`src/rtl/uart_prog_loader_pkg.sv`:
```
// Shared constants, FSM encoding and sizing helper for the UART program loader.
package uart_prog_loader_pkg;

  localparam int unsigned BYTE_W = 8;
  localparam int unsigned WORD_W = 24;

  localparam logic [WORD_W-1:0] DEF_START_WORD = 24'h0000FF;
  localparam logic [WORD_W-1:0] DEF_STOP_WORD  = 24'h00F0FF;

  typedef enum logic [1:0] {
    ST_RST_HOLD = 2'd0,
    ST_IDLE     = 2'd1,
    ST_LOAD     = 2'd2
  } state_e;

  // Bits needed for a counter running 0..n-1
  function automatic int unsigned cnt_width(input int unsigned n);
    return (n < 2) ? 1 : $clog2(n);
  endfunction

endpackage

```
`src/rtl/uart_prog_loader_if.sv`:
```
// UART byte stream in, instruction-memory write port and CPU control out.
interface uart_prog_loader_if
  import uart_prog_loader_pkg::*;
#(
  parameter int unsigned ADDR_W = 8
);
  logic [BYTE_W-1:0] rx_data;
  logic              rx_valid;
  logic              imem_we;
  logic [ADDR_W-1:0] imem_addr;
  logic [WORD_W-1:0] imem_wdata;
  logic              cpu_rst;
  logic              loading;
  logic [ADDR_W:0]   words_loaded;
  logic              overflow;

  // Loader side
  modport master (
    input  rx_data, rx_valid,
    output imem_we, imem_addr, imem_wdata, cpu_rst, loading, words_loaded, overflow
  );

  // Environment side (UART receiver, memory, CPU)
  modport slave (
    output rx_data, rx_valid,
    input  imem_we, imem_addr, imem_wdata, cpu_rst, loading, words_loaded, overflow
  );
endinterface

```
`src/rtl/uart_prog_loader_word_assembler.sv`:
```
// Packs three UART bytes (MSB first) into a 24-bit word; a stalled partial word is dropped.
module uart_word_assembler
  import uart_prog_loader_pkg::*;
#(
  parameter int unsigned TIMEOUT_CYCLES = 200000
) (
  input  logic              clk,
  input  logic              rst,
  input  logic [BYTE_W-1:0] i_rx_data,
  input  logic              i_rx_valid,
  output logic [WORD_W-1:0] o_word,
  output logic              o_word_valid
);

  localparam int unsigned     TMO_W    = cnt_width(TIMEOUT_CYCLES);
  localparam logic [TMO_W-1:0] TMO_LAST = TMO_W'(TIMEOUT_CYCLES - 1);

  logic [1:0]          r_byte_cnt;
  logic [2*BYTE_W-1:0] r_shift;
  logic [TMO_W-1:0]    r_tmo;
  logic [WORD_W-1:0]   r_word;
  logic                r_word_valid;
  logic                w_expire;

  assign w_expire = (r_byte_cnt != 2'd0) && (r_tmo == TMO_LAST);

  // A byte arriving on the expiry cycle starts a fresh word
  always_ff @(posedge clk or negedge rst) begin
    if (!rst) begin
      r_byte_cnt   <= 2'd0;
      r_shift      <= '0;
      r_tmo        <= '0;
      r_word       <= '0;
      r_word_valid <= 1'b0;
    end else begin
      r_word_valid <= 1'b0;
      if (i_rx_valid) begin
        r_tmo   <= '0;
        r_shift <= {r_shift[BYTE_W-1:0], i_rx_data};
        if (w_expire) begin
          r_byte_cnt <= 2'd1;
        end else if (r_byte_cnt == 2'd2) begin
          r_word       <= {r_shift, i_rx_data};
          r_word_valid <= 1'b1;
          r_byte_cnt   <= 2'd0;
        end else begin
          r_byte_cnt <= r_byte_cnt + 2'd1;
        end
      end else if (r_byte_cnt != 2'd0) begin
        if (w_expire) begin
          r_byte_cnt <= 2'd0;
          r_tmo      <= '0;
        end else begin
          r_tmo <= r_tmo + TMO_W'(1);
        end
      end
    end
  end

  assign o_word       = r_word;
  assign o_word_valid = r_word_valid;

endmodule

```
`src/rtl/uart_prog_loader.sv`:
```
// Program-download sequencer: START/STOP framed UART words are written to instruction memory,
// then the CPU is released from a timed reset.
module uart_prog_loader
  import uart_prog_loader_pkg::*;
#(
  parameter int unsigned       ADDR_W         = 8,
  parameter logic [WORD_W-1:0] START_WORD     = DEF_START_WORD,
  parameter logic [WORD_W-1:0] STOP_WORD      = DEF_STOP_WORD,
  parameter int unsigned       RST_CYCLES     = 16,
  parameter int unsigned       TIMEOUT_CYCLES = 200000
) (
  input logic clk,
  input logic rst,
  uart_prog_loader_if.master bus
);

  localparam int unsigned     RC_W    = cnt_width(RST_CYCLES);
  localparam logic [RC_W-1:0] RC_LAST = RC_W'(RST_CYCLES - 1);

  logic [WORD_W-1:0] w_word;
  logic              w_word_valid;
  logic              w_is_start;
  logic              w_is_stop;
  logic              w_mem_full;

  state_e            r_state;
  state_e            w_next_state;

  logic [ADDR_W:0]   r_addr_cnt;
  logic [RC_W-1:0]   r_rst_cnt;
  logic              r_imem_we;
  logic [ADDR_W-1:0] r_imem_addr;
  logic [WORD_W-1:0] r_imem_wdata;
  logic              r_cpu_rst;
  logic              r_loading;
  logic              r_overflow;

  logic [ADDR_W:0]   w_addr_cnt_d;
  logic [RC_W-1:0]   w_rst_cnt_d;
  logic              w_imem_we_d;
  logic [ADDR_W-1:0] w_imem_addr_d;
  logic [WORD_W-1:0] w_imem_wdata_d;
  logic              w_cpu_rst_d;
  logic              w_loading_d;
  logic              w_overflow_d;

  uart_word_assembler #(
    .TIMEOUT_CYCLES (TIMEOUT_CYCLES)
  ) u_asm (
    .clk          (clk),
    .rst          (rst),
    .i_rx_data    (bus.rx_data),
    .i_rx_valid   (bus.rx_valid),
    .o_word       (w_word),
    .o_word_valid (w_word_valid)
  );

  assign w_is_start = w_word_valid && (w_word == START_WORD);
  assign w_is_stop  = w_word_valid && (w_word == STOP_WORD);
  // Counter is one bit wider than the address so a full memory is never mistaken for empty
  assign w_mem_full = r_addr_cnt[ADDR_W];

  always_ff @(posedge clk or negedge rst) begin
    if (!rst) r_state <= ST_RST_HOLD;
    else      r_state <= w_next_state;
  end

  always_comb begin
    w_next_state = r_state;
    case (r_state)
      ST_RST_HOLD: if (r_rst_cnt == RC_LAST) w_next_state = ST_IDLE;
      ST_IDLE:     if (w_is_start)           w_next_state = ST_LOAD;
      ST_LOAD:     if (w_is_stop)            w_next_state = ST_RST_HOLD;
      default:                               w_next_state = ST_RST_HOLD;
    endcase
  end

  // Next values for the registered datapath and outputs
  always_comb begin
    w_imem_we_d    = 1'b0;
    w_imem_addr_d  = r_imem_addr;
    w_imem_wdata_d = r_imem_wdata;
    w_addr_cnt_d   = r_addr_cnt;
    w_overflow_d   = r_overflow;
    w_rst_cnt_d    = r_rst_cnt;
    w_cpu_rst_d    = (w_next_state != ST_IDLE);
    w_loading_d    = (w_next_state == ST_LOAD);
    case (r_state)
      ST_RST_HOLD: begin
        w_rst_cnt_d = (r_rst_cnt == RC_LAST) ? '0 : r_rst_cnt + RC_W'(1);
      end
      ST_IDLE: begin
        if (w_is_start) begin
          w_addr_cnt_d = '0;
          w_overflow_d = 1'b0;
        end
      end
      ST_LOAD: begin
        if (w_is_stop) begin
          w_rst_cnt_d = '0;
        end else if (w_word_valid) begin
          if (w_mem_full) begin
            w_overflow_d = 1'b1;
          end else begin
            w_imem_we_d    = 1'b1;
            w_imem_addr_d  = r_addr_cnt[ADDR_W-1:0];
            w_imem_wdata_d = w_word;
            w_addr_cnt_d   = r_addr_cnt + (ADDR_W+1)'(1);
          end
        end
      end
      default: ;
    endcase
  end

  always_ff @(posedge clk or negedge rst) begin
    if (!rst) begin
      r_addr_cnt   <= '0;
      r_rst_cnt    <= '0;
      r_imem_we    <= 1'b0;
      r_imem_addr  <= '0;
      r_imem_wdata <= '0;
      r_cpu_rst    <= 1'b1;
      r_loading    <= 1'b0;
      r_overflow   <= 1'b0;
    end else begin
      r_addr_cnt   <= w_addr_cnt_d;
      r_rst_cnt    <= w_rst_cnt_d;
      r_imem_we    <= w_imem_we_d;
      r_imem_addr  <= w_imem_addr_d;
      r_imem_wdata <= w_imem_wdata_d;
      r_cpu_rst    <= w_cpu_rst_d;
      r_loading    <= w_loading_d;
      r_overflow   <= w_overflow_d;
    end
  end

  assign bus.imem_we      = r_imem_we;
  assign bus.imem_addr    = r_imem_addr;
  assign bus.imem_wdata   = r_imem_wdata;
  assign bus.cpu_rst      = r_cpu_rst;
  assign bus.loading      = r_loading;
  assign bus.words_loaded = r_addr_cnt;
  assign bus.overflow     = r_overflow;

endmodule

```
`src/flat_wrapper.sv`:
```
// flat-port wrapper written by rule: the top's interface ports become plain ports
module uart_prog_loader_flat import uart_prog_loader_pkg::*;
#(
  parameter int unsigned       ADDR_W         = 8,
  parameter logic [WORD_W-1:0] START_WORD     = DEF_START_WORD,
  parameter logic [WORD_W-1:0] STOP_WORD      = DEF_STOP_WORD,
  parameter int unsigned       RST_CYCLES     = 16,
  parameter int unsigned       TIMEOUT_CYCLES = 200000
)
  (clk, rst, bus_rx_data, bus_rx_valid, bus_imem_we, bus_imem_addr, bus_imem_wdata, bus_cpu_rst, bus_loading, bus_words_loaded, bus_overflow);
  uart_prog_loader_if #(.ADDR_W(ADDR_W)) bus_i ();
  input logic clk;
  input logic rst;
  input wire logic [$bits(bus_i.rx_data)-1:0] bus_rx_data;
  input wire logic [$bits(bus_i.rx_valid)-1:0] bus_rx_valid;
  output wire logic [$bits(bus_i.imem_we)-1:0] bus_imem_we;
  output wire logic [$bits(bus_i.imem_addr)-1:0] bus_imem_addr;
  output wire logic [$bits(bus_i.imem_wdata)-1:0] bus_imem_wdata;
  output wire logic [$bits(bus_i.cpu_rst)-1:0] bus_cpu_rst;
  output wire logic [$bits(bus_i.loading)-1:0] bus_loading;
  output wire logic [$bits(bus_i.words_loaded)-1:0] bus_words_loaded;
  output wire logic [$bits(bus_i.overflow)-1:0] bus_overflow;
  assign bus_i.rx_data = bus_rx_data;
  assign bus_i.rx_valid = bus_rx_valid;
  assign bus_imem_we = bus_i.imem_we;
  assign bus_imem_addr = bus_i.imem_addr;
  assign bus_imem_wdata = bus_i.imem_wdata;
  assign bus_cpu_rst = bus_i.cpu_rst;
  assign bus_loading = bus_i.loading;
  assign bus_words_loaded = bus_i.words_loaded;
  assign bus_overflow = bus_i.overflow;
  uart_prog_loader #(.ADDR_W(ADDR_W), .START_WORD(START_WORD), .STOP_WORD(STOP_WORD), .RST_CYCLES(RST_CYCLES), .TIMEOUT_CYCLES(TIMEOUT_CYCLES)) u_core (.clk(clk), .rst(rst), .bus(bus_i));
endmodule
```
`config.mk`:
```
export PLATFORM = sky130hd
export DESIGN_NAME = uart_prog_loader_flat
export DESIGN_NICKNAME = d
export VERILOG_FILES = /design/src/rtl/uart_prog_loader_pkg.sv /design/src/rtl/uart_prog_loader_if.sv /design/src/rtl/uart_prog_loader_word_assembler.sv /design/src/rtl/uart_prog_loader.sv /design/src/flat_wrapper.sv
export SDC_FILE = /design/constraint.sdc
export NUM_CORES = 1
export LEC_CHECK = 0
export BUFFER_PORTS_ARGS = -buffer_cell sky130_fd_sc_hd__buf_2
export CAP_MARGIN = 20
export CORE_MARGIN = 2
export CORE_UTILIZATION = 45
export DETAILED_ROUTE_END_ITERATION = 6
export GPL_TIMING_DRIVEN = 0
export HOLD_SLACK_MARGIN = 0.02
export PLACE_DENSITY = 0.72
export SETUP_SLACK_MARGIN = 0.1
export SYNTH_ARGS = -nofsm -noshare
export SYNTH_HDL_FRONTEND = slang
export SYNTH_HIERARCHICAL = 1
export SYNTH_SLANG_ARGS = --single-unit
```
`constraint.sdc`:
```
create_clock -name clk -period 7.7 [get_ports clk]
set_input_delay 1.155 -clock clk [delete_from_list [all_inputs] [get_ports clk]]
set_output_delay 1.155 -clock clk [all_outputs]
set_load 0.03 [all_outputs]
```
* After elaboration in Yosys (flattened, before gate mapping) *
Index checks and enable logic that the tools add are counted.
Widths: inputs -> output; s select.

storage, ports and cells
  flip-flop bits (word level) = 112
  input port bits = 11
  output and inout port bits = 45

cells by class
  $add $sub $neg = 4
  equality and inequality tests = 15
  multiplexer cells = 32
  bitwise gates (word level) = 3
  reduce and logical (&&, ||, !) cells = 16

operator list
  kind                   number
  $mux 18                3
  $mux 9                 4
  $eq 24x16->1 const B   1
  $eq 24x8->1 const B    1
  $add 18x1->18 const B  1
  $eq 18x18->1 const B   1
  $pmux 9 s2             1
  $mux 2                 8
  $mux 1                 11
  $reduce_and 5->1       2
  $reduce_bool 2->1      5
  $add 9x1->9 const B    1
  $mux 4                 2
  $ne 2x1->1 const B     4
  $pmux 4 s2             1
  $reduce_and 4->1       2
  $eq 2x2->1 const B     3
  $ne 2x2->1 const B     3
  $pmux 2 s3             1
  $add 4x1->4 const B    1
  $eq 4x4->1 const B     1
  $reduce_and 2->1       2
  $logic_and 1x1->1      3
  $not 1->1              3
  other kinds (5)        5

* Logic depth before layout (Yosys ltp) *
Gate-level depths: netlist of the first run.

  depth after elaboration = 5
  mapped depth = 9
  mapped depth without buffers = 6

* Modules after synthesis *
The synthesis of the first run kept the hierarchy.

modules (own cells, without submodules)
  module               instances  cells each  area each (um^2)
  uart_word_assembler  1          200         2673.8
  uart_prog_loader     1          238         2184.6

* Least setup slack after synthesis of the first run *
OpenSTA, ideal clock, no wires.

  kind = register -> register
  from = register u_core.u_asm.r_word[21], in the netlist u_core/u_asm/o_word[21]
  to = register u_core.r_addr_cnt[2], in the netlist u_core/bus.words_loaded[2]
  data arrival time = 2.439 ns
  required time = 7.574 ns
  slack = 5.135 ns
  stages on the path, launching flop included = 7
  path buffers = 1
  path through = dfrtp_1 > or4_4 > or4_1 > or4_1 > clkbuf_2 > and2_4 > a221o_1

on the way
  word-level cells in the longest chain between the ends = 4
  elaborated cells between the ends (all ways) = 7

ends and longest elaborated chain
  what                                                RTL line                                        source
  start: declaration                                  uart_prog_loader_word_assembler.sv:21           logic [WORD_W-1:0] r_word;
  start signal: assignment                            uart_prog_loader_word_assembler.sv:43           r_word <= {r_shift, i_rx_data};
  $eq 24x16->1 or $eq 24x8->1 (tied branches)         uart_prog_loader.sv:59, uart_prog_loader.sv:58
  $logic_and 1x1->1 (on tied branches)                uart_prog_loader.sv:59, uart_prog_loader.sv:58
  $ne 2x2->1 (no line) or $ne 2x1->1 (tied branches)  --
  $reduce_and 5->1 (no line) *                        --
  end signal: assignment                              uart_prog_loader.sv:127                         r_addr_cnt <= w_addr_cnt_d;
  end: declaration                                    uart_prog_loader.sv:29                          logic [ADDR_W:0] r_addr_cnt;

Every way passes the cells marked *; elsewhere a longest branch is shown, timed or not.
A chain may end at the register's enable or synchronous reset.

* Final worst setup path of the first run *
  from = register u_core.u_asm.r_word[21], in the netlist u_core/u_asm/o_word[21]
  to = register u_core.r_imem_wdata[12], in the netlist u_core/bus.imem_wdata[12]

on the way
  word-level cells in the longest chain between the ends = 4

ends and longest elaborated chain
  what                        RTL line                 source
  $eq 24x16->1                uart_prog_loader.sv:59   assign w_is_stop = w_word_valid && (w_word == STOP_WORD);
  $logic_and 1x1->1           uart_prog_loader.sv:59
  $not 1->1 (no line)         --
  $reduce_and 4->1 (no line)  --
  end signal: assignment      uart_prog_loader.sv:131  r_imem_wdata <= w_imem_wdata_d;
  end: declaration            uart_prog_loader.sv:33   logic [WORD_W-1:0] r_imem_wdata;

No other way between the ends.

==> results.md, run 1 <==
- Status: complete, no violations
- Yosys warns: 6
- Buf+Inv Stages, Crit Path: 2
- Netlist cell types: 49
- Initial antenna violation count: 0
- WL per Instance: 14.7 µm
- Cells along the critical path: or4_4, nor4b_1, a21o_1, clkbuf_1, clkbuf_1, nand2_1, nand2_1
- Final instance area: 5530 µm²
- Main synth FF type: dfrtp_1
- Average size of a mapped cell: 11.1 µm²
- Layout filler cell count: 933
- DRC: 0
- Die Y: 108 µm
- Slowest stage cell on the critical path: nor4b_1
- Final setup violating endpoints: 0
- Number of synthesized register bits: 112
- Synthesized instance count: 438
- Initial core utilization: 46.6%
- Setup crit end: u_core/bus.imem_wdata[12]
- CP Depth: 7
- Headroom to the max-slew limit: 43.0%
- Max-cap violation count: 0
- Multi-input gate area: 1910 µm²
- Row cnt: 37
- FMAX: 0.353 GHz
- First-pass GRT wire length: 16300 µm
- Hold Vio Cnt, Final: 0
- # diodes: 0
- Die ar.: 11600 µm²
- Placer Congestion: 0.826
- Area Growth Syn to Fin: 13.8%
- CP Capture Type: register
- Inserted Clock Buffers: 9
- Worst-path clk slew: 100 ps
- Crit path launch type: register
- Tightest Pin Transition: 849 ps
- Clk buf depth: 2
- Setup TNS: 0 ps
- Hpwl dp: 6850 µm
- Top cell family by delay on the critical path: simple AND/OR/NAND/NOR gates
- Final nets: 518
- Skew-Pair Late Insertion Delay: 380 ps
- Gr ovfl total: 0
- Register area: 2800 µm²
- Layout cells sized above 1: 25.3%
- PortBufs: 54
- CTS tree: done
- Post-DP Area: 5330 µm²
- R2R Path End: u_core/bus.imem_wdata[12]
- R2r setup slk: 4860 ps
- Clock Skew: 14.7 ps
- Worst Setup SP: u_core/u_asm/o_word[21]
- CP Max Fanout: 10
- Mapped Area: 4860 µm²
- Synth async-reset ratio: 100%
- Max-slew violations: 0
- Vias in the first global route: 3328
- Tot GR Track Use: 17.7%
- Pin count of the biggest net entering global routing: 58
- CP max stage delay: 560 ps
- Hold crit path type: reg2reg
- Reg2reg path depth: 7
- Pre-antenna DRT Iters: 4
- Post-CTS Hold Buffers: 0
- Vias/cell: 5.25
- Fin crit share: 36.8%
- Clk sink count: 112
- Root buffer cell: clkbuf_8
- IO Pins: 56
- Synth Net Count: 452
- Post-CTS Setup Bufs: 0
- Post-synthesis sequential area ratio: 57.7%
- DR vias: 3389
- Total Routed Length: 9510 µm
- Worst VDD drop: 0.200 mV
- PwrDens: 243 nW/µm²
- H-Tree Depth: 3
- Worst r2r src: u_core/u_asm/o_word[21]
- Drt first-iter violations: 155
- Post-CTS sizing: 0
- RSZ-0062 raised after global routing: no
- EDFF count, synth: 0
- Fin crit period: 2840 ps
- Leakage: 2.83 nW
- WS Path Type: reg2reg
- Most common cell after layout, fill and taps aside: nand2_1
- Core Footprint: 10400 µm²
- Required time of the critical path: 8010 ps
- ANT nets after route: 0
- Most frequent cells in the layout: nand2_1 (117), dfrtp_1 (111), buf_2 (55)
- Die width: 108 µm
- Worst EP arrival: 3140 ps
state kept, by name, summed over array words and instances, names as in the netlist:
name / count
u_core/bus.imem_wdata: 24
u_core/bus.imem_we: 1
u_core/bus.words_loaded: 9
u_core/r_rst_cnt: 4
u_core/u_asm/o_word: 24
u_core/u_asm/r_shift: 16
u_core/bus.overflow: 1
u_core/bus.cpu_rst: 1
u_core/bus.loading: 1
u_core/bus.imem_addr: 8
u_core/u_asm/o_word_valid: 1
u_core/u_asm/r_byte_cnt: 2
u_core/r_state: 2
u_core/u_asm/r_tmo: 18
logic make-up after synthesis:
family                     share of synthesized area (%)
DFF                                                 57.7
xor gates and xnor gates                            2.70
and+or+nand+nor                                     19.7
buffers and inverters                               2.99
muxes                                               11.0
AOI/OAI and AO/OA                                   5.20
adders and majority gates                          0.773
power breakdown:
group          switching (mW)  leakage, nW  total, mW  internal (mW)
Combinational          0.0807         1.27      0.224          0.143
Clock                   0.200        0.101      0.354          0.154
Sequential             0.0883         1.47      0.765          0.677
Total                   0.369         2.83       1.34          0.974
metrics by stage:
step | setup slack [ps] | hold slack, ps | power (mW) | std cells | utilization [%]
floorplan | 5140 | 446 | 0.928 | 438 | -
global placement | 4230 | 455 | 0.986 | 628 | 50.9
detailed placement | 4910 | 461 | 1.00 | 629 | 51.2
CTS | 4880 | 486 | 1.36 | 645 | 53.1
global route | 4590 | 507 | 1.41 | 645 | 53.1
finish | 4860 | 482 | 1.34 | 645 | 53.1
synth_stat cells, drive strengths merged (2+ instances only):
library cell    n  share of area [%]
nor4            5               0.64
nor3b           5               0.77
mux2           41                 11
xor2            8                1.4
nand2         117                9.0
or3             4               0.54
and3            5               0.75
and2            3               0.52
buf             5                1.3
o2bb2ai         2               0.36
or2             2               0.26
nand3          12                1.2
nor4b           2               0.36
clkbuf         13                1.0
nor2b           2               0.26
nand4           7               0.90
o21ai           3               0.31
xnor2           7                1.3
a22o            4               0.77
nor2           23                1.8
a21oi           8               0.82
o41a            2               0.46
a21o            4               0.62
nor3            6               0.62
or4             4               0.70
ha              3               0.77
dfrtp         111                 57
nand2b          5               0.64
a31oi           7               0.90
inv             9               0.70
tightest hold or removal path: cells and delay by family (launching register included):
family           cells  cell delay [ps]
DFF                  1              350
and+or+nand+nor      2              100
area by class of cell:
cell class / instances / share of cell area (%)
timing repair buffer: 55 / 5.43
tap: 136 / 3.08
buffer: 18 / 2.01
multi-input combinational: 299 / 34.5
clock inverter: 7 / 1.40
clock buffer: 9 / 2.24
sequential: 112 / 50.7
inverter: 9 / 0.611
how the worst min path moves through the flow:
stage                             startpoint                  endpoint  slack (ps)  cells past startpoint
floorplan             u_core/u_asm/r_tmo[17]    u_core/u_asm/r_tmo[17]         450                      1
global placement     u_core/bus.imem_addr[0]   u_core/bus.imem_addr[0]         460                      2
detailed placement   u_core/bus.imem_addr[0]   u_core/bus.imem_addr[0]         460                      2
CTS                 u_core/bus.imem_wdata[4]  u_core/bus.imem_wdata[4]         490                      2
global route        u_core/bus.imem_wdata[4]  u_core/bus.imem_wdata[4]         510                      2
finish              u_core/bus.imem_wdata[4]  u_core/bus.imem_wdata[4]         480                      2
layer usage:
layer  share of wire, %  track usage, %  up-vias
met3                4.6            4.06        9
met2                 46            27.5       89
met1                 49            25.5     1660
li1                   -               -     1631
met5                  0               0        -
met4               0.91            3.94        0
(Power assumes the default switching activity.)
==> run 2, diff against run 1 <==
- PLACE_DENSITY: 0.72 -> 0.75
- clock period: 7.7 -> 2.4 ns (I/O delays scaled with it)
==> results.md, run 2 (synthesized netlist as in run 1, its figures left out) <==
- Status: complete, but fails checks
- Failing checks: negative setup slack
- Worst-path clk slew: 110 ps
- Crit path launch type: register
- WS Path Type: reg2reg
- Pre-antenna DRT Iters: 5
- Area Growth Syn to Fin: 18.1%
- # diodes: 0
- Inserted Clock Buffers: 9
- Fin crit period: 2610 ps
- FMAX: 0.384 GHz
- Max-cap violation count: 0
- DRC: 0
- Vias in the first global route: 3443
- CP Max Fanout: 3
- Final setup violating endpoints: 10
- Drt first-iter violations: 210
- DR vias: 3527
- Hold crit path type: in2reg
- Most common cell after layout, fill and taps aside: nand2_1
- Met2 Wirelength: 4810 µm
- Clock Skew: 16.1 ps
- Final Non-Filler Cells: 656
- Required time of the critical path: 2660 ps
- IO Pins: 56
- Pin count of the biggest net entering global routing: 64
- Hold Vio Cnt, Final: 0
- H-Tree Depth: 3
- Final nets: 529
- Total Routed Length: 9960 µm
- Worst hold slack: 222 ps
- WL per Instance: 15.2 µm
- Layout filler cell count: 895
- Vias/cell: 5.38
- Initial core utilization: 46.6%
- Leakage: 2.94 nW
- Seq pwr share: 54.7%
- Skew-Pair Late Insertion Delay: 380 ps
- Core Footprint: 10400 µm²
- Headroom to the max-slew limit: 39.4%
- Most frequent cells in the layout: nand2_1 (115), dfrtp_1 (111), buf_2 (55)
- Met3 wire len: 445 µm
- Sw Share: 27.7%
- Clk sink count: 112
- Worst EP arrival: 2870 ps
- Die width: 108 µm
- Setup WS post-layout: -207 ps
- Clock power share: 26.0%
- Tightest Pin Transition: 901 ps
- RSZ-0062 raised after global routing: yes
- Max Used Layer: met4
- M1 WL: 4570 µm
- Max-slew violations: 0
- ANT nets after route: 0
- Worst VDD drop: 0.350 mV
- Comb power frac: 19.2%
- Hpwl dp: 6920 µm
- Gr ovfl total: 0
- PortBufs: 54
- Placer Congestion: 0.854
- Total power: 4.44 mW
- Layout cells sized above 1: 30.2%
- Fin util: 55.1%
- PwrDens: 774 nW/µm²
- Post-Place Worst Slack: -385 ps
- CTS tree: done
- Clk buf depth: 2
- First-pass GRT wire length: 16500 µm
- Row cnt: 37
- Internal power: 3.21 mW
- Die Y: 108 µm
- CP Capture Type: register
- Fin crit share: 109%
- Cell Count Post-Placement: 629
- Initial antenna violation count: 0
- Tot GR Track Use: 18.1%
- Root buffer cell: clkbuf_8
- Switching power: 1.23 mW
- Die ar.: 11600 µm²
## run 2: cell types whose count changed in the layout (fill, tap and decap cells not counted), moves of 2 or more
cell,delta
nand2_1,-2
buf_6,+5
buf_4,+13
or4_1,-3
or4_4,+3
clkbuf_1,-7
## run 2: per-stage QoR
step,cell area [µm²],TNS [ps]
after floorplan,4860,-135
after global placement,5300,-36840
after detailed placement,5330,-11660
after CTS,5630,-3690
after global routing,5740,-1400
final,5740,-1040
## run 2: area by class of cell
| class | count | area, µm² | area share [%] |
|---|---|---|---|
| Buffer | 17 | 153 | 2.66 |
| Inverter | 9 | 33.8 | 0.589 |
| Sequential cell | 112 | 2800 | 48.9 |
| Timing Repair Buffer | 67 | 393 | 6.85 |
| Clock buffer | 10 | 128 | 2.22 |
| Clock inverter | 6 | 75.1 | 1.31 |
| Multi-Input combinational cell | 299 | 1980 | 34.5 |
| Tap cell | 136 | 170 | 2.97 |
## run 2: worst max-delay path, cell delays in order, from the launching register on
cell	delay, ps
dfrtp_1	400
or4_4	540
or4_4	550
or4_4	540
and2_4	170
a221o_1	300
## run 2: power groups by stage
stage | Clock, mW | Sequential (mW) | Combinational [mW]
floorplan | 0 | 2.38 | 0.597
global placement | 0 | 2.47 | 0.691
detailed placement | 0 | 2.48 | 0.718
CTS | 1.20 | 2.42 | 0.816
global route | 1.26 | 2.48 | 0.928
finish | 1.16 | 2.43 | 0.853
## run 2: per-layer routing
| layer | global-route usage [%] | up-vias |
|---|---|---|
| met5 | 0 | - |
| met4 | 5.86 | 0 |
| met3 | 3.69 | 11 |
| met2 | 29.6 | 82 |
| met1 | 24.4 | 1777 |
| li1 | - | 1657 |
## run 2: path summary, 6_finish.rpt
kind                                               start                         end  slack, ps  depth (start not counted)
max in group asynchronous                            rst       u_core/u_asm/r_tmo[1]       1120                          3
min in group asynchronous                            rst     u_core/bus.imem_addr[0]        540                          2
worst max-delay path             u_core/u_asm/o_word[20]  u_core/bus.words_loaded[2]       -210                          5
worst min register to register  u_core/bus.imem_wdata[0]    u_core/bus.imem_wdata[0]        480                          2
worst min-delay path                      bus_rx_data[1]      u_core/u_asm/o_word[1]        220                          2
worst max register to register   u_core/u_asm/o_word[20]  u_core/bus.words_loaded[2]       -210                          5
## run 2: repair_timing
item | 4_1_cts | 5_1_grt
hold buffers | 1 | 0
buffers inserted | 6 | 5
endpoints found under the hold margin | 21 | 0
resized for setup | 12 | 44
endpoints found under the setup margin | 46 | 64
cloned | 0 | 0
pin swaps | 1 | 7
==> run 3, diff against run 2 <==
- ABC_AREA: unset -> 1
- CTS_CLUSTER_DIAMETER: unset -> 30
- PLACE_DENSITY: 0.75 -> 0.74
==> results.md, run 3 <==
- Worst r2r src: u_core/u_asm/r_tmo[0]
- Clock Skew: 8.34 ps
- Seq pwr share: 51.4%
- WL per Instance: 13.1 µm
- Mapped Area: 5100 µm²
- Sw Share: 28.7%
- Post-Place Worst Slack: 743 ps
- Die width: 110 µm
- Initial core utilization: 46.7%
- Most frequent cells after synthesis: nand2_1 (253), dfrtp_1 (111), nor2_1 (64)
- Post-synthesis sequential area ratio: 54.9%
- Root buffer cell: clkbuf_16
- Pre-antenna DRT Iters: 6
- CP max stage delay: 420 ps
- Hold crit path type: in2async
- PwrDens: 773 nW/µm²
- Placer Congestion: 0.898
- Clock power share: 34.0%
- Crit path launch type: register
- Post-DP Area: 5580 µm²
- PortBufs: 55
- Ranking of synthesized cells by area: dfrtp_1 (54%), nand2_1 (19%), nor2_1 (4.7%)
- Required time of the critical path: 2630 ps
- M1 WL: 5260 µm
- Headroom to the max-slew limit: 63.5%
- Gr ovfl total: 0
- FMAX: 0.593 GHz
- Vias in the first global route: 4095
- # diodes: 0
- CP Capture Type: register
- DR vias: 4232
- Row cnt: 38
- Cells along the critical path: ha_1, nand3_2, nor2_4, nand3_2, nand2_4, inv_4, buf_8, nand2_1, nand2_1
- Hold Vio Cnt, Final: 0
- Met3 wire len: 527 µm
- EDFF count, synth: 0
- Clk buf depth: 2
- Die ar.: 12200 µm²
- Most frequent cells in the layout: nand2_1 (253), dfrtp_1 (111), nor2_1 (64)
- Internal power: 3.25 mW
- RSZ-0062 raised after global routing: no
- Final setup violating endpoints: 0
- Tot GR Track Use: 19.2%
- Worst EP arrival: 1920 ps
- WS Path Type: reg2reg
- Skew-Pair Late Insertion Delay: 340 ps
- Pin count of the biggest net entering global routing: 73
- Yosys warns: 6
- Met2 Wirelength: 4980 µm
- Final instance area: 5900 µm²
- Fin crit period: 1690 ps
- Reg2reg path depth: 9
- Initial antenna violation count: 0
- ANT nets after route: 0
- Synth Net Count: 633
- Synth async-reset ratio: 100%
- H-Tree Depth: 3
- Post-CTS Hold Buffers: 0
- DRC: 0
- Post-CTS Setup Bufs: 0
- Layout cells sized above 1: 15.8%
- Drt first-iter violations: 392
- Worst Setup SP: u_core/u_asm/r_tmo[0]
- Switching power: 1.31 mW
- Total Routed Length: 10900 µm
- Final nets: 700
- Clk sink count: 112
- Area leader, netlist: dfrtp_1
- Setup WS post-layout: 713 ps
- Worst VDD drop: 0.384 mV
- Status: complete, no violations
- Core Footprint: 10900 µm²
- Average size of a mapped cell: 8.24 µm²
- Inserted Clock Buffers: 9
- Post-CTS sizing: 0
- Max-cap violation count: 0
- CP Max Fanout: 10
- Die Y: 110 µm
- Number of synthesized register bits: 112
- CTS tree: done
- Most common cell after layout, fill and taps aside: nand2_1
- Main synth FF type: dfrtp_1
- Max Used Layer: met4
- Vias/cell: 5.09
- Comb power frac: 14.6%
- Total power: 4.56 mW
- First-pass GRT wire length: 19400 µm
- Worst-path clk slew: 70 ps
- Synthesized instance count: 619
- Layout filler cell count: 1052
- Netlist cell types: 35
- Fin crit share: 70.3%
- Count leader, synth: nand2_1
- Max-slew violations: 0
- Leakage: 3.07 nW
- Area Growth Syn to Fin: 15.6%
- Slowest stage cell on the critical path: dfrtp_1
- Hpwl dp: 8010 µm
- Share of Yosys cell area claimed by the top area cell type: 54.4%
- IO Pins: 56
- Tightest Pin Transition: 548 ps
[run 3: stage by stage]
step,utilization [%],hold slack [ps],setup TNS [ps],instances
4_1_cts,53.9,25.4,0,831
3_3_place_gp,50.8,455,-35000,814
2_1_floorplan,-,64.4,0,619
5_1_grt,53.9,50.6,0,831
6_report,53.9,6.29,0,831
3_5_place_dp,51.1,395,0,815
[run 3: layout make-up]
| cell class | count | area [µm²] | share of cell area (%) |
|---|---|---|---|
| Buffer | 16 | 125 | 2.12 |
| Clock buffer | 11 | 253 | 4.29 |
| Clock inverter | 5 | 61.3 | 1.04 |
| Inverter | 47 | 181 | 3.08 |
| Multi-Input combinational cell | 444 | 1990 | 33.8 |
| Sequential cell | 112 | 2800 | 47.5 |
| Tap cell | 140 | 175 | 2.97 |
| Timing Repair Buffer | 56 | 305 | 5.18 |
[run 3: logic make-up (layout without fill, tap and decap cells)]
kind of cell	Yosys count	count (layout)	synth area share [%]
compound gates	54	54	5.44
simple gates	379	379	31.5
flops	112	112	54.9
buf+inv	63	135	6.01
fa+ha+maj	3	3	0.736
xor+xnor	8	8	1.37
[run 3: critical path: cells and delay by family, from the launching register on]
| family | cells | cell delay [ps] |
|---|---|---|
| adder cells (fa/ha/maj) | 1 | 240 |
| buffers and inverters | 2 | 210 |
| flip-flops | 1 | 420 |
| AND/OR/NAND/NOR | 6 | 710 |
[run 3: metal layers]
| metal | up-vias | track usage (%) |
|---|---|---|
| met5 | - | 0 |
| met4 | 0 | 6.75 |
| met3 | 9 | 3.02 |
| met2 | 121 | 29.2 |
| met1 | 2008 | 27.9 |
| li1 | 2094 | - |
[run 3: power by group through the flow]
| stage | Combinational, mW | Clock (mW) | Sequential (mW) |
|---|---|---|---|
| after floorplan | 0.494 | 0 | 2.32 |
| after global placement | 0.645 | 0 | 2.37 |
| after detailed placement | 0.669 | 0 | 2.38 |
| after CTS | 0.674 | 1.58 | 2.35 |
| after global routing | 0.785 | 1.66 | 2.39 |
| final | 0.666 | 1.55 | 2.35 |
[run 3: final timing paths]
kind	to	slack, ps
setup reg to reg	u_core/u_asm/o_word[21]	710
setup / recovery	u_core/u_asm/o_word[21]	710
hold reg to reg	u_core/u_asm/o_word[18]	470
hold / removal	u_core/bus.imem_we	6
min in group clk	u_core/u_asm/o_word[4]	240
max in group asynchronous	u_core/u_asm/r_shift[3]	1670
